===== config.mk =====
export PLATFORM = sky130hd
export DESIGN_NAME = uart_tx_cfg
export DESIGN_NICKNAME = d
export VERILOG_FILES = /design/src/rtl/uart_pkg.sv /design/src/rtl/uart_bit_timer.sv /design/src/rtl/uart_tx_cfg.sv
export SDC_FILE = /design/constraint.sdc
export NUM_CORES = 1
export LEC_CHECK = 0
export CAP_MARGIN = 20
export CORE_UTILIZATION = 55
export DETAILED_ROUTE_END_ITERATION = 8
export GPL_ROUTABILITY_DRIVEN = 0
export PLACE_DENSITY = 0.77
export SLEW_MARGIN = 10
export SYNTH_ARGS = -nofsm -noshare
export SYNTH_HDL_FRONTEND = slang
export SYNTH_SLANG_ARGS = --single-unit

===== constraint.sdc =====
create_clock -name clk -period 2.15 [get_ports clk]
set_input_delay 0.43 -clock clk [delete_from_list [all_inputs] [get_ports clk]]
set_output_delay 0.43 -clock clk [all_outputs]
set_load 0.005 [all_outputs]

===== src/rtl/uart_pkg.sv =====
// Shared UART definitions: frame states, parity codes and elaboration helpers.
package uart_pkg;

  typedef enum logic [2:0] {
    S_IDLE,
    S_START,
    S_DATA,
    S_PARITY,
    S_STOP
  } status_t;

  localparam int PARITY_NONE = 0;
  localparam int PARITY_EVEN = 1;
  localparam int PARITY_ODD  = 2;

  // Bits needed to hold 0..v-1.
  function automatic int clog2(input int v);
    int r;
    r = 0;
    while ((1 << r) < v) r++;
    return r;
  endfunction

  // Legal framing: at least 2 clocks per bit, 5..9 data bits, known parity, 1 or 2 stops.
  function automatic bit cfg_ok(input int bit_clocks, input int data_bits,
                                input int parity, input int stop_bits);
    return (bit_clocks >= 2) && (data_bits >= 5) && (data_bits <= 9) &&
           (parity >= PARITY_NONE) && (parity <= PARITY_ODD) &&
           ((stop_bits == 1) || (stop_bits == 2));
  endfunction

endpackage


===== src/rtl/uart_bit_timer.sv =====
// Bit-period timer: counts clocks within one serial bit and flags the last one.
module uart_bit_timer
  import uart_pkg::*;
#(
  parameter int BIT_CLOCKS = 434
) (
  input  logic clk,
  input  logic clear,
  input  logic run,
  output logic bit_end
);

  localparam int W = clog2(BIT_CLOCKS);
  localparam logic [W-1:0] LAST = W'(BIT_CLOCKS - 1);

  logic [W-1:0] bit_clk_cnt;

  assign bit_end = (bit_clk_cnt == LAST);

  // Count 0..BIT_CLOCKS-1 while running, wrap on the last clock, hold at 0 when cleared.
  always_ff @(posedge clk) begin
    if (clear)
      bit_clk_cnt <= '0;
    else if (run)
      bit_clk_cnt <= bit_end ? '0 : bit_clk_cnt + W'(1);
  end

endmodule


===== src/rtl/uart_tx_cfg.sv =====
// Configurable UART transmitter with valid/ready input and back-to-back framing.
module uart_tx_cfg
  import uart_pkg::*;
#(
  parameter int CLK_FREQ_KHz  = 50000,
  parameter int BAUD_RATE_BPS = 115200,
  parameter int DATA_BITS     = 8,
  parameter int PARITY        = 0,
  parameter int STOP_BITS     = 1
) (
  input  logic                 clk,
  input  logic                 rst,
  input  logic                 data_valid,
  input  logic [DATA_BITS-1:0] data,
  output logic                 data_ready,
  output logic                 tx,
  output logic                 tx_en,
  output logic                 tx_done
);

  localparam int BIT_CLOCKS = (CLK_FREQ_KHz * 1000) / BAUD_RATE_BPS;
  localparam int DW = clog2(DATA_BITS);
  localparam logic [DW-1:0] DATA_LAST = DW'(DATA_BITS - 1);
  localparam logic          STOP_LAST = 1'(STOP_BITS - 1);

  if (!cfg_ok(BIT_CLOCKS, DATA_BITS, PARITY, STOP_BITS)) begin : g_bad_cfg
    $error("uart_tx_cfg: illegal configuration");
  end

  status_t                state, state_nxt;
  logic [DATA_BITS-1:0]   shift_data, shift_nxt;
  logic                   par_bit, par_nxt;
  logic [DW-1:0]          data_cnt, data_cnt_nxt;
  logic                   stop_cnt, stop_cnt_nxt;
  logic                   tx_nxt, en_nxt, done_nxt;
  logic                   bit_end, last_stop_end, xfer;

  uart_bit_timer #(.BIT_CLOCKS(BIT_CLOCKS)) u_bit_timer (
    .clk     (clk),
    .clear   (rst || (state == S_IDLE)),
    .run     (state != S_IDLE),
    .bit_end (bit_end)
  );

  assign last_stop_end = (state == S_STOP) && (stop_cnt == STOP_LAST) && bit_end;
  assign data_ready    = !rst && ((state == S_IDLE) || last_stop_end);
  assign xfer          = data_valid && data_ready;

  // Next-state, shifter/counter updates and the registered line values they imply.
  always_comb begin
    state_nxt    = state;
    shift_nxt    = shift_data;
    par_nxt      = par_bit;
    data_cnt_nxt = data_cnt;
    stop_cnt_nxt = stop_cnt;
    done_nxt     = 1'b0;

    case (state)
      S_START: if (bit_end) state_nxt = S_DATA;
      S_DATA: begin
        if (bit_end) begin
          shift_nxt = shift_data >> 1;
          if (data_cnt == DATA_LAST) begin
            data_cnt_nxt = '0;
            state_nxt    = (PARITY != PARITY_NONE) ? S_PARITY : S_STOP;
          end else begin
            data_cnt_nxt = data_cnt + DW'(1);
          end
        end
      end
      S_PARITY: if (bit_end) state_nxt = S_STOP;
      S_STOP: begin
        if (last_stop_end) begin
          done_nxt     = 1'b1;
          stop_cnt_nxt = 1'b0;
          state_nxt    = S_IDLE;
        end else if (bit_end) begin
          stop_cnt_nxt = 1'b1;
        end
      end
      default: ;
    endcase

    // A transfer (from Idle or the final stop clock) always starts a fresh frame.
    if (xfer) begin
      state_nxt    = S_START;
      shift_nxt    = data;
      par_nxt      = (PARITY == PARITY_ODD) ? ~(^data) : ^data;
      data_cnt_nxt = '0;
      stop_cnt_nxt = 1'b0;
    end

    case (state_nxt)
      S_START:  tx_nxt = 1'b0;
      S_DATA:   tx_nxt = shift_nxt[0];
      S_PARITY: tx_nxt = par_nxt;
      default:  tx_nxt = 1'b1;
    endcase
    en_nxt = (state_nxt != S_IDLE);
  end

  // State and output registers; reset abandons any frame without a done pulse.
  always_ff @(posedge clk) begin
    if (rst) begin
      state      <= S_IDLE;
      shift_data <= '0;
      par_bit    <= 1'b0;
      data_cnt   <= '0;
      stop_cnt   <= 1'b0;
      tx         <= 1'b1;
      tx_en      <= 1'b0;
      tx_done    <= 1'b0;
    end else begin
      state      <= state_nxt;
      shift_data <= shift_nxt;
      par_bit    <= par_nxt;
      data_cnt   <= data_cnt_nxt;
      stop_cnt   <= stop_cnt_nxt;
      tx         <= tx_nxt;
      tx_en      <= en_nxt;
      tx_done    <= done_nxt;
    end
  end

endmodule


==> impl_results.md, run 1 <==
* Cells after synthesis at 152
* Port bufs at 14
* Crit path max fanout at 10
* CP max-delay cell: dfxtp_1
* Dpl hpwl at 2060 um
* Worst Skew at 0.0180 ns
* Gr usage total at 23.0%
* Area occupied by multi-input gates at about 860 um2
* CP Data Arrival Time at ~1.6 ns
* IO Count at 15
* Unrepaired setup endpoints after global routing: no
* Hold Crit Class: flip-flop to flip-flop
* GR Overflow Total at 0
* CTS Buffer Depth at 2
* CTS Buf Count at 3
* CP Class: flip-flop to primary output
* Post-synthesis sequential area ratio at a little under two fifths
* Chip Height at 54.2 um
* Via count at approximately 1200
* WL/cell at between 10 and 15 um
* Final worst slack at between 0.1 and 0.15 ns
* Library cells used by synthesis at 46
* Fillcell total at 197
* CTS clk-pin slew, worst paths at 0.15 ns
* DRC at 0
* Non-Filler Instances at 201
* Clk root buf: clkbuf_4
* Crit-path cells: nor3_2 > a41oi_2 > nor2_1 > dlygate4sd2_1
* Placed Cells at 193
* Min Tclk post-route at between 2 and 2.5 ns
* Setup_tns at 0 ns
* Most common cell after layout, fill and taps aside: dfxtp_1
* Die Wd at roughly 54 um
* Clk sinks at 28
* Clock Latency Late Sink at roughly 0.32 ns
* Final Max Slew Viols at 0
* Layout net count at 187
* Core box area at approximately 2500 um2
* Dpl ws at between 0.1 and 0.15 ns
* Vias per cell at 5.92
* Synth warnings at 0
* Syn Nets at 167
* Leading cell types in the layout, fill and taps excluded: dfxtp_1, nor2_1, clkdlybuf4s50_1
* Largest net degree at the start of global routing at 19
* DR iter-0 viols at 14
* CTS tree: yes
* Pwr Density at around 540 nW/um2
* Initial antenna violation count at 0
* DR pass1 iterations at 4
* FF+latch count, synth at 28
* Final setup violation count at 0
* Area leader, netlist: dfxtp_1
* CP startpoint kind: flip-flop
* Vias in the first global route at 1151
* Routed WL at 2910 um
* Cell Area, Synth at 1500 um2
* Layout Area Growth over Synthesis at 15.0%
* H-tree depth at 1
* First-pass GRT wire length at 4890 um
* Max_slew headroom at 64.9%
* Top cells by area, synth: dfxtp_1, mux2i_1, a211oi_2
* R2R Setup Slk at 0.19 ns
* Static leakage at 0.615 nW
* Yosys top cell area share at a little under two fifths
* Status: finished clean
* Layout cell share with drive strength beyond 1 at 18.1%
* Post-route ant nets at 0
* Max-Cap Viols at 0
* Row cnt at 18
* Final hold vios at 0
* Synthesized area per cell at 9.85 um2
* # diodes at 0
* Slew @ Worst Pin at roughly 0.52 ns
* CP max stage delay at 0.60 ns
* CTS hold repair buffers at 0
* Initial Utilization at 59.4%
* Worst vdd ir at 0.000513 V
* Peak Freq at 495 MHz
* Final Cell Area at 1720 um2
* Crit. End Element: primary output
* Final worst path period share at 93.9%
* Dpl cell area at about 1700 um2
* Tot Pwr at 0.000936 W
* Worst endpoint required time at 1.72 ns
* DIE AREA at around 2900 um2
* Flip-flop and latch area at 563 um2
[path summary, 6_finish.rpt]
kind	from	endpoint	cells past startpoint
setup / recovery	state[1]	data_ready	4
setup reg to reg	u_bit_timer.bit_clk_cnt[1]	shift_data[2]	9
hold / removal	shift_data[7]	shift_data[7]	2
hold reg to reg	shift_data[7]	shift_data[7]	2
[routing by layer]
layer	part of all wire, %	global-route usage, %	wire length (um)	up-vias
met4	1.2	8.97	36	0
met2	49	41.7	1420	37
met1	45	26.7	1320	563
li1	-	-	-	584
met3	4.5	3.11	131	6
met5	0	0	0	-
[worst max-delay path: cells and delay by family, from the launching register on]
| family | cells | cell delay [ns] |
|---|---|---|
| compound gates | 1 | 0.25 |
| buf+inv | 1 | 0.26 |
| flops | 1 | 0.60 |
| simple gates | 2 | 0.16 |
[synthesized netlist by cell type (all sizes together)]
library cell / n
mux2i: 11
o211ai: 1
a41oi: 1
nand4bb: 1
and4bb: 1
nor2b: 2
dfxtp: 28
o31ai: 1
a211oi: 8
o311ai: 1
nand4: 2
o21ai: 1
mux2: 1
inv: 4
clkbuf: 3
xnor2: 10
or3b: 1
nand3: 4
o21bai: 1
buf: 5
and4b: 1
or3: 1
nor4b: 2
nand2: 4
nand2b: 1
xor2: 4
nor3b: 2
nor3: 8
a21oi: 4
nor2: 23
a31oi: 1
o31a: 1
nand4b: 2
nand3b: 1
and3: 4
o41ai: 2
ha: 4
[report_power, final]
part	switching (W)	leakage, nW	internal, W
registers	0.00000979	0.229	0.000537
logic	0.0000679	0.365	0.0000726
clock network	0.000145	0.0210	0.000104
[cell type report]
| type | count | area share [%] |
|---|---|---|
| Multi-Input combinational cell | 112 | 50.2 |
| Sequential cell | 28 | 32.7 |
| Timing Repair Buffer | 23 | 12.0 |
| Tap cell | 30 | 2.18 |
| Clock buffer | 4 | 2.11 |
| Inverter | 4 | 0.871 |
[sequential cells by signal, summed over array words and instances (netlist names)]
name and flops:
u_bit_timer.bit_clk_cnt 9, shift_data 8, data_cnt 3, state 3, par_bit 1, stop_cnt 1, tx 1, tx_done 1
tx_en 1
[cell families after synthesis]
group	synth area share (%)
multiplexers	8.10
AND/OR/NAND/NOR	24.1
AO/OA/AOI/OAI	13.9
XOR/XNOR	8.19
buffers and inverters	5.01
flip-flops	37.4
adder cells (fa/ha/maj)	3.34
[per-stage QoR]
step,utilization (%),hold slack [ns]
finish,68.3,0.504
global placement,65.5,0.445
global route,68.3,0.541
floorplan,-,0.433
detailed placement,65.5,0.481
CTS,68.3,0.504
[timing repair]
item                                    4_1_cts  5_1_grt
endpoints found under the setup margin        1        0
resized for setup                             4        0
buffers inserted                              4        0
(Power assumes the default switching activity.)
==> run 2: changes to the inputs <==
--- a/config.mk
+++ b/config.mk
@@ -10,6 +10,7 @@
 export DETAILED_ROUTE_END_ITERATION = 8
 export GPL_ROUTABILITY_DRIVEN = 0
 export PLACE_DENSITY = 0.77
+export SETUP_SLACK_MARGIN = 0.1
 export SLEW_MARGIN = 10
 export SYNTH_ARGS = -nofsm -noshare
 export SYNTH_HDL_FRONTEND = slang
==> constraint.sdc (replaced) <==
create_clock -name clk -period 2.1 [get_ports clk]
set_input_delay 0.42 -clock clk [delete_from_list [all_inputs] [get_ports clk]]
set_output_delay 0.42 -clock clk [all_outputs]
set_load 0.005 [all_outputs]
==> run 2 against run 1 <==
Cell count up 1.0%. Worst hold slack better by 0.0072 ns. Clock power rose by 41%. Combinational power is 3% higher. Routed wire length decreased by 1.4%. Core utilization rose by 2.1 points. Critical path depth grew 5. Setup slack improved by 0.062 ns. First-iteration DRC count increased by 57%. Count of clock-buffer cells in the layout decreased by 1. Register-to-register slack barely moved. Via count down 0.17%. Highest routed layer unchanged.
==> impl_results.md, run 2 (same netlist as run 1, synthesis figures left out) <==
* Status: finished clean
* Hold Crit Class: flip-flop to flip-flop
* Worst Skew at 0.0127 ns
* Initial Utilization at 59.4%
* DRC at 0
* Vias per cell at just under 6
* WHS at 0.511 ns
* CP Data Arrival Time at approximately 2.1 ns
* Min Tclk post-route at 1.91 ns
* Most common cell after layout, fill and taps aside: dfxtp_1
* Worst endpoint required time at 2.32 ns
* Dpl ws at between 0.03 and 0.04 ns
* P_sw at 0.000239 W
* Layout Area Growth over Synthesis at 18.5%
* CTS hold repair buffers at 0
* Final setup violation count at 0
* Routed length on met1 at 1290 um
* DR top layer: met4
* CTS Buf Count at 3
* Final core utilization at a little over two thirds
* Unrepaired setup endpoints after global routing: no
* Met2 Wirelength at 1430 um
* Static leakage at 0.632 nW
* Top flop regs: u_bit_timer.bit_clk_cnt x9, shift_data x8
* Gate power share at 13.7%
* Port bufs at 14
* Max FFs per register at 9
* CTS tree: yes
* Post-route ant nets at 0
* WL/cell at between 10 and 15 um
* Crit. End Element: flip-flop
* Fillcell total at between 150 and 200
* Final hold vios at 0
* CP startpoint kind: flip-flop
* Core box area at 2520 um2
* Peak Freq at 524 MHz
* Sw Ratio at 22.6%
* Crit path max fanout at 17
* # diodes at 0
* Final worst path period share at 90.8%
* GR Overflow Total at 0
* Leading cell types in the layout, fill and taps excluded: dfxtp_1, nor2_1, clkdlybuf4s50_1
* CTS clk-pin slew, worst paths at 0.16 ns
* Initial antenna violation count at 0
* Via count at between 1000 and 1500
* Final Cell Area at 1780 um2
* DR pass1 iterations at 4
* Worst vdd ir at 0.000592 V
* Largest net degree at the start of global routing at 18
* Routed WL at 2870 um
* Setup_tns at 0 ns
* Clock power share at around 33%
* Final Max Slew Viols at 0
* Chip Height at about 54 um
* Dpl hpwl at 2010 um
* Clk root buf: clkbuf_4
* DIE AREA at 2940 um2
* Met3 wire length at 122 um
* Gr usage total at 21.8%
* Layout cell share with drive strength beyond 1 at 21.4%
* Final worst slack at slightly below 0.2 ns
* Area occupied by multi-input gates at between 800 and 900 um2
* Dpl cell area at 1670 um2
* DR iter-0 viols at 22
* Flip-flop and latch area at 564 um2
* CTS Buffer Depth at 2
* Max-Cap Viols at 0
* Row cnt at 18
* Largest Register: u_bit_timer.bit_clk_cnt
* Max_slew headroom at 74.9%
* Vias in the first global route at between 1000 and 1500
* Sequential share of power at a little over half
* Int Pwr at 0.000818 W
* Slew @ Worst Pin at ~0.37 ns
* Clock Latency Late Sink at 0.33 ns
* CP Class: flip-flop to flip-flop
* Die Wd at 54.2 um
* Clk sinks at 28
* First-pass GRT wire length at about 4600 um
* IO Count at 15
* Pwr Density at 596 nW/um2
* H-tree depth at 1
* Layout net count at 189
## run 2: changes by cell type in the layout (fill, tap and decap cells not counted), sizes merged
cell         delta
dlygate4sd2     -1
bufinv          +1
buf             +2
## run 2: final timing paths
path	depth (start not counted)	from	slack [ns]	endpoint
max	9	u_bit_timer.bit_clk_cnt[1]	0.19	shift_data[3]
min	2	par_bit	0.51	par_bit
max reg2reg	9	u_bit_timer.bit_clk_cnt[1]	0.19	shift_data[3]
min reg2reg	2	par_bit	0.51	par_bit
## run 2: area by class of cell
| type | count | share of cell area, % |
|---|---|---|
| Clock buffer | 3 | 1.27 |
| Clock inverter | 1 | 1.69 |
| Inverter | 4 | 0.846 |
| Multi-Input combinational cell | 112 | 49.8 |
| Sequential cell | 28 | 31.8 |
| Tap cell | 30 | 2.11 |
| Timing Repair Buffer | 25 | 12.5 |
## run 2: metal layers
metal  global-route usage, %  vias to the layer above
met5                       0                        -
met4                    8.97                        0
met3                    2.54                        4
met2                    35.8                       32
met1                    28.5                      558
li1                        -                      594
## run 2: power by group through the flow
stage	clock [W]	combinational [W]	sequential, W
after floorplan	0	0.0000971	0.000569
after detailed placement	0	0.000141	0.000573
after global placement	0	0.000136	0.000572
after global routing	0.000380	0.000160	0.000563
final	0.000352	0.000145	0.000561
after CTS	0.000357	0.000145	0.000561
## run 2: critical path, cell delays in order (launching register included)
cell      delay [ns]
dfxtp_2         0.35
inv_1           0.05
ha_1            0.16
and4bb_4        0.25
a41oi_2         0.11
buf_4           0.16
or3b_1          0.33
buf_4           0.21
nor2_1          0.14
a211oi_2        0.06
## run 2: what timing repair did
action	CTS	global route
resized for setup	6	5
setup buffers	4	0
pin swaps	2	1
setup endpoints to repair	1	7
## run 2: through the flow
| step | std cells | total power (W) |
|---|---|---|
| global placement | 195 | 0.000708 |
| detailed placement | 195 | 0.000714 |
| CTS | 203 | 0.00106 |
| global route | 203 | 0.00110 |
| floorplan | 152 | 0.000666 |
| finish | 203 | 0.00106 |
==> run 3: changes to the inputs <==
--- a/config.mk
+++ b/config.mk
@@ -7,6 +7,7 @@
 export LEC_CHECK = 0
 export CAP_MARGIN = 20
 export CORE_UTILIZATION = 55
+export CTS_CLUSTER_SIZE = 40
 export DETAILED_ROUTE_END_ITERATION = 8
 export GPL_ROUTABILITY_DRIVEN = 0
 export PLACE_DENSITY = 0.77
==> results of run 3 <==
No change in the layout: final DEF, timing and power equal those of run 2.
